<file path="src/rtl/mem_arbiter.sv">
// mem_arbiter: round-robin arbiter from the instruction and data masters onto six
// memory-mapped slaves. It returns a decode error for unmapped addresses and aborts slaves that stay silent too long.
module mem_arbiter #(
    parameter logic [31:0] rom_base_addr   = 32'h0,
    parameter logic [31:0] rom_top_addr    = 32'h80,
    parameter logic [31:0] uart_base_addr  = 32'h1000000,
    parameter logic [31:0] uart_top_addr   = 32'h1000004,
    parameter logic [31:0] clint_base_addr = 32'h2000000,
    parameter logic [31:0] clint_top_addr  = 32'h200C000,
    parameter logic [31:0] tim0_base_addr  = 32'h10000000,
    parameter logic [31:0] tim0_top_addr   = 32'h10100000,
    parameter logic [31:0] tim1_base_addr  = 32'h20000000,
    parameter logic [31:0] tim1_top_addr   = 32'h20100000,
    parameter logic [31:0] ram_base_addr   = 32'h80000000,
    parameter logic [31:0] ram_top_addr    = 32'h90000000,
    parameter int          timeout_cycles  = 1024
) (
    input  logic         clock,
    input  logic         reset,
    input  logic         imem_valid,
    input  logic [31:0]  imem_addr,
    input  logic [31:0]  imem_wdata,
    input  logic [3:0]   imem_wstrb,
    output logic [31:0]  imem_rdata,
    output logic         imem_ready,
    output logic         imem_error,
    input  logic         dmem_valid,
    input  logic [31:0]  dmem_addr,
    input  logic [31:0]  dmem_wdata,
    input  logic [3:0]   dmem_wstrb,
    output logic [31:0]  dmem_rdata,
    output logic         dmem_ready,
    output logic         dmem_error,
    output logic [5:0]   slv_valid,
    output logic [31:0]  slv_addr,
    output logic [31:0]  slv_wdata,
    output logic [3:0]   slv_wstrb,
    input  logic [191:0] slv_rdata,
    input  logic [5:0]   slv_ready
);
    localparam logic [0:0] IDLE = 1'b0;
    localparam logic [0:0] WAIT = 1'b1;
    localparam int CW = $clog2(timeout_cycles);
    localparam logic [CW-1:0] CNT_LAST = CW'(timeout_cycles - 1);
    localparam logic [5:0][31:0] BASE = {ram_base_addr, tim1_base_addr, tim0_base_addr,
                                         clint_base_addr, uart_base_addr, rom_base_addr};
    localparam logic [5:0][31:0] TOP = {ram_top_addr, tim1_top_addr, tim0_top_addr,
                                        clint_top_addr, uart_top_addr, rom_top_addr};

    logic [0:0]       state;
    logic [2:0]       sel;
    logic             mid;
    logic             last_grant;
    logic [CW-1:0]    cnt;
    logic [1:0]       p_valid;
    logic [1:0][31:0] p_addr;
    logic [1:0][31:0] p_wdata;
    logic [1:0][3:0]  p_wstrb;
    logic [1:0]       in_valid;
    logic [1:0][31:0] in_addr;
    logic [1:0][31:0] in_wdata;
    logic [1:0][3:0]  in_wstrb;
    logic [1:0]       cand;
    logic [1:0]       ready_q;
    logic [1:0]       error_q;
    logic [1:0][31:0] rdata_q;
    logic [5:0][31:0] srd;
    logic             gnt;
    logic             hit;
    logic [2:0]       idx;
    logic [31:0]      c_addr;
    logic [31:0]      c_wdata;
    logic [3:0]       c_wstrb;
    logic             sel_ready;
    logic             done;
    logic             issue;

    assign in_valid = {dmem_valid, imem_valid};
    assign in_addr  = {dmem_addr, imem_addr};
    assign in_wdata = {dmem_wdata, imem_wdata};
    assign in_wstrb = {dmem_wstrb, imem_wstrb};
    assign srd      = slv_rdata;

    // A held request takes precedence over a new pulse from the same master.
    assign cand    = p_valid | in_valid;
    assign gnt     = &cand ? ~last_grant : cand[1];
    assign c_addr  = p_valid[gnt] ? p_addr[gnt] : in_addr[gnt];
    assign c_wdata = p_valid[gnt] ? p_wdata[gnt] : in_wdata[gnt];
    assign c_wstrb = p_valid[gnt] ? p_wstrb[gnt] : in_wstrb[gnt];

    assign sel_ready = slv_ready[sel];
    assign done      = state == WAIT && (sel_ready || cnt == CNT_LAST);
    assign issue     = |cand && (state == IDLE || done);

    // The lowest-numbered region wins if regions are configured to overlap.
    always_comb begin
        hit = 1'b0;
        idx = 3'd0;
        for (int i = 5; i >= 0; i--)
            if (c_addr >= BASE[i] && c_addr < TOP[i]) begin
                hit = 1'b1;
                idx = 3'(i);
            end
    end

    always_ff @(posedge clock or negedge reset) begin
        if (!reset) begin
            state      <= IDLE;
            sel        <= '0;
            mid        <= 1'b0;
            last_grant <= 1'b0;
            cnt        <= '0;
            p_valid    <= '0;
            p_addr     <= '0;
            p_wdata    <= '0;
            p_wstrb    <= '0;
            ready_q    <= '0;
            error_q    <= '0;
            rdata_q    <= '0;
            slv_valid  <= '0;
            slv_addr   <= '0;
            slv_wdata  <= '0;
            slv_wstrb  <= '0;
        end else begin
            ready_q   <= '0;
            error_q   <= '0;
            rdata_q   <= '0;
            slv_valid <= '0;
            if (state == WAIT) begin
                cnt <= cnt + 1'b1;
                if (done) begin
                    state        <= IDLE;
                    ready_q[mid] <= 1'b1;
                    error_q[mid] <= ~sel_ready;
                    rdata_q[mid] <= sel_ready ? srd[sel] : '0;
                end
            end
            if (issue) begin
                last_grant <= gnt;
                if (hit) begin
                    state     <= WAIT;
                    sel       <= idx;
                    mid       <= gnt;
                    cnt       <= '0;
                    slv_valid <= 6'b1 << idx;
                    slv_addr  <= c_addr;
                    slv_wdata <= c_wdata;
                    slv_wstrb <= c_wstrb;
                end else begin
                    ready_q[gnt] <= 1'b1;
                    error_q[gnt] <= 1'b1;
                end
            end
            for (int m = 0; m < 2; m++)
                if (issue && gnt == 1'(m))
                    p_valid[m] <= 1'b0;
                else if (in_valid[m]) begin
                    p_valid[m] <= 1'b1;
                    p_addr[m]  <= in_addr[m];
                    p_wdata[m] <= in_wdata[m];
                    p_wstrb[m] <= in_wstrb[m];
                end
        end
    end

    assign imem_ready = ready_q[0];
    assign imem_error = error_q[0];
    assign imem_rdata = rdata_q[0];
    assign dmem_ready = ready_q[1];
    assign dmem_error = error_q[1];
    assign dmem_rdata = rdata_q[1];
endmodule

</file>
<file path="config.mk">
export PLATFORM = sky130hd
export DESIGN_NAME = mem_arbiter
export DESIGN_NICKNAME = d
export VERILOG_FILES = /design/src/rtl/mem_arbiter.sv
export SDC_FILE = /design/constraint.sdc
export NUM_CORES = 1
export LEC_CHECK = 0
export CORE_AREA = 2 2 188 190
export CTS_BUF_LIST = sky130_fd_sc_hd__clkbuf_16
export CTS_CLUSTER_DIAMETER = 120
export CTS_CLUSTER_SIZE = 30
export DETAILED_ROUTE_END_ITERATION = 8
export DIE_AREA = 0 0 190 192
export DONT_BUFFER_PORTS = 1
export GPL_TIMING_DRIVEN = 0
export PLACE_DENSITY = 0.65
export SETUP_SLACK_MARGIN = 0.2
export SLEW_MARGIN = 0
export SYNTH_ARGS = -nofsm -noshare
export SYNTH_HDL_FRONTEND = slang
export SYNTH_SLANG_ARGS = --single-unit
</file>
<file path="constraint.sdc">
create_clock -name clock -period 4.1 [get_ports clock]
set_input_delay 0.205 -clock clock [delete_from_list [all_inputs] [get_ports clock]]
set_output_delay 0.205 -clock clock [all_outputs]
set_load 0.005 [all_outputs]
</file>
==> results.md <==
* Outcome: finished with violations
* Violated checks: hold timing
* Die Span X at 190 um
* DRC at 0
* Die area at approximately 36000 um2
* 1st-iter DRT viols at 682
* Met3 Use GR at 7.25%
* CP cell instances: nor2_1 -> o2bb2ai_2 -> clkbuf_4 -> buf_2 -> a31oi_2 -> nor2b_1 -> a32oi_1 -> nor3_2 -> a211o_2 -> buf_12 -> buf_12 -> mux2_4
* CP delay by family, top: compound AO/OA/AOI/OAI gates
* Sequential share of the synthesized area at 50.0%
* Total of max-cap violations at 0
* Critical path arrival at 4.19 ns
* Rows at 68
* Post-cts hold buffer count at between 100 and 150
* Mean routed wirelength per cell at 27.4 um
* Hold Path Class: in -> async
* CORE AREA at about 34000 um2
* Setup crit start: last_grant
* Final setup vio count at 0
* Placed Area at approximately 15000 um2
* Cell Area, Synth at 14800 um2
* CP endpoint kind: register
* Fin. max-slew vios at 0
* H-tree lvl count at 1
* Post-route minimum period at 3.80 ns
* RSZ-0062 raised after global routing: true
* Area grow syn2layout at 16.8%
* # port buffers at 0
* Async S/R FF share, synth at 100%
* Pre-Repair DR Iteration Count at 5
* Fin crit share at between 90 and 100%
* Utilization of the core after routing at roughly half
* Fmax at 0.263 GHz
* Total I/O pin count at 480
* Synth area leader: dfrtp_1
* First-pass GRT wire length at 77.5 mm
* Maximum vdd drop at 0.348 mV
* PwrDens at 785 nW/um2
* Final wirelength at between 50 and 60 mm
* Setup TNS at 0 ns
* CP max FO at 10
* CP Launch Type: register
* Via count at 11700
* YS warnings at 0
* Top post-synthesis cells by count: 296 x dfrtp_1, 288 x nand2_1, 150 x mux2_2
* Worst Path Required at 4.49 ns
* Hold_ws at -0.619 ns
* Clock latency on the worst-skew pair at 0.52 ns
* Worst Clk Skew at 0.0378 ns
* Busiest grt layer: met2
* TritonCTS buffer count at 13
* Routed Antenna Nets at 0
* Largest net degree at the start of global routing at 297
* Worst path max stage delay at ~0.46 ns
* Post-DP HPWL at 38.5 mm
* Design Area, Final at 17300 um2
* CP bufs+invs at 4
* Avg Cell Area, Syn at 11.2 um2
* CTS tree: built
* Final Hold Fails at 296
* Number of global-route vias before repair at 12200
* Post-synth top area share at 50.0%
* Synthesized instance count at 1319
* Distinct cells, synth at between 60 and 70
* Num Clock Sinks at 296
* GR Overflow Total at 0
* CP dominant cell by count: buf_12
* Clock root buffer: clkbuf_16
* RePlAce Congestion at around 1.1
* Die Y at 192 um
* Initial Utilization at 43.2%
* Layout cells sized above 1 at between 20% and 30%
* Seq cells post-synth at 296
* Met2 Track Usage GR at 49.4%
* Worst Max-Slew Pin Slew at 1.03 ns
* Main synth FF type: dfrtp_1
* P_leak at 7.33 nW
* Count leader, synth: dfrtp_1
* CP Class: reg -> reg
* Met1 Track Usage GR at about a third
* Via density at roughly 6
* Post-synth EDFFs at 0
* CTS clk-pin slew, worst paths at 0.12 ns
* Reg2reg start: last_grant
* Initial antenna violation count at 21
* CTS max path bufs at 3
* Final #Nets at 1813
* GRT Resource Usage Total at 28.6%
* Critical-path top delay cell: dfrtp_1
* Slew margin rel. at 31.1%
* Synth area leaders: dfrtp_1 50%, mux2_2 11%, nand2_1 7.3%
* Syn Nets at approximately 1700
[layout by cell type, fill, tap and decap left out, drive strengths merged, types with 7 or more instances in the layout]
cell type    Yosys  final
mux2           201    201
diode            0     18
and3            66     66
o21ai           39     39
inv              6      7
mux4            38     38
a211oi          19     19
a31oi           57     57
nor2            88     88
nand2          289    289
mux2i           40     40
buf             40     38
nor3             8      8
dlygate4sd3      0    137
dfrtp          296    296
clkbuf          57     73
[path summary, 6_finish.rpt]
| check | end | depth (start not counted) | slack [ns] |
|---|---|---|---|
| max | slv_wdata[7] | 12 | 0.30 |
| min | slv_valid[4] | 0 | -0.62 |
| max reg2reg | slv_wdata[7] | 12 | 0.30 |
| min reg2reg | p_addr[53] | 1 | 0.51 |
| max in group asynchronous | p_addr[55] | 0 | 4.13 |
| min in group clock | slv_addr[17] | 3 | 0.02 |
[logic make-up (layout without fill, tap and decap cells)]
group | after synthesis | after routing | synth area share [%]
flip-flops | 296 | 296 | 50.0
buffers and inverters | 104 | 259 | 3.63
AND/OR/NAND/NOR | 486 | 486 | 14.2
multiplexers | 279 | 279 | 25.0
other | 0 | 18 | 0
XOR/XNOR | 9 | 9 | 0.532
adder cells (fa/ha/maj) | 1 | 1 | 0.0845
AO/OA/AOI/OAI | 144 | 144 | 6.48
[worst reg2reg max path: stages (launching register included)]
cell and delay [ns]:
dfrtp_1 0.46, nor2_1 0.27, o2bb2ai_2 0.26, clkbuf_4 0.34, buf_2 0.32, a31oi_2 0.26
nor2b_1 0.20, a32oi_1 0.43, nor3_2 0.10, a211o_2 0.39, buf_12 0.18, buf_12 0.17
mux2_4 0.30
[report_power, final]
group          switching (mW)  internal [mW]
clock                   0.940          0.650
combinational            3.86           3.23
sequential              0.832           4.07
[stage by stage]
stage	hold WS (ns)	std cells	worst slack [ns]	power, mW
after floorplan	-0.0906	1319	0.899	9.72
after global placement	-0.0846	1774	-0.126	11.4
after detailed placement	-0.0841	1774	-0.196	11.7
after CTS	-0.653	1926	0.202	13.4
after global routing	-0.650	1937	0.200	14.4
final	-0.619	1947	0.299	13.6
[flip-flops by register name, summed over array words and instances, names as in the netlist]
signal	cells
cnt	10
dmem_rdata	32
error_q	2
imem_rdata	32
last_grant	1
mid	1
p_addr	64
p_valid	2
p_wdata	64
p_wstrb	8
ready_q	2
sel	3
slv_addr	32
slv_valid	6
slv_wdata	32
slv_wstrb	4
state	1
[final cells by class]
cell class	count	area, um2
Inverter	7	26.3
Timing Repair Buffer	140	1410
Multi-Input combinational cell	919	6950
Clock buffer	13	325
Buffer	97	541
Antenna cell	18	45.0
Fill cell	3017	17000
Clock inverter	2	38.8
Sequential cell	296	7410
Tap cell	455	569
[what timing repair did]
action	CTS	global route
buffers inserted	0	3
gates resized for setup	10	22
setup endpoints to repair	127	111
endpoints found under the hold margin	434	296
[per-layer routing]
metal	wire length [um]	up-vias	part of all wire [%]
li1	-	4946	-
met1	19600	5930	37
met2	26200	611	49
met3	4430	157	8.3
met4	3120	10	5.8
met5	69	-	0.13
(Power assumes the default switching activity.)
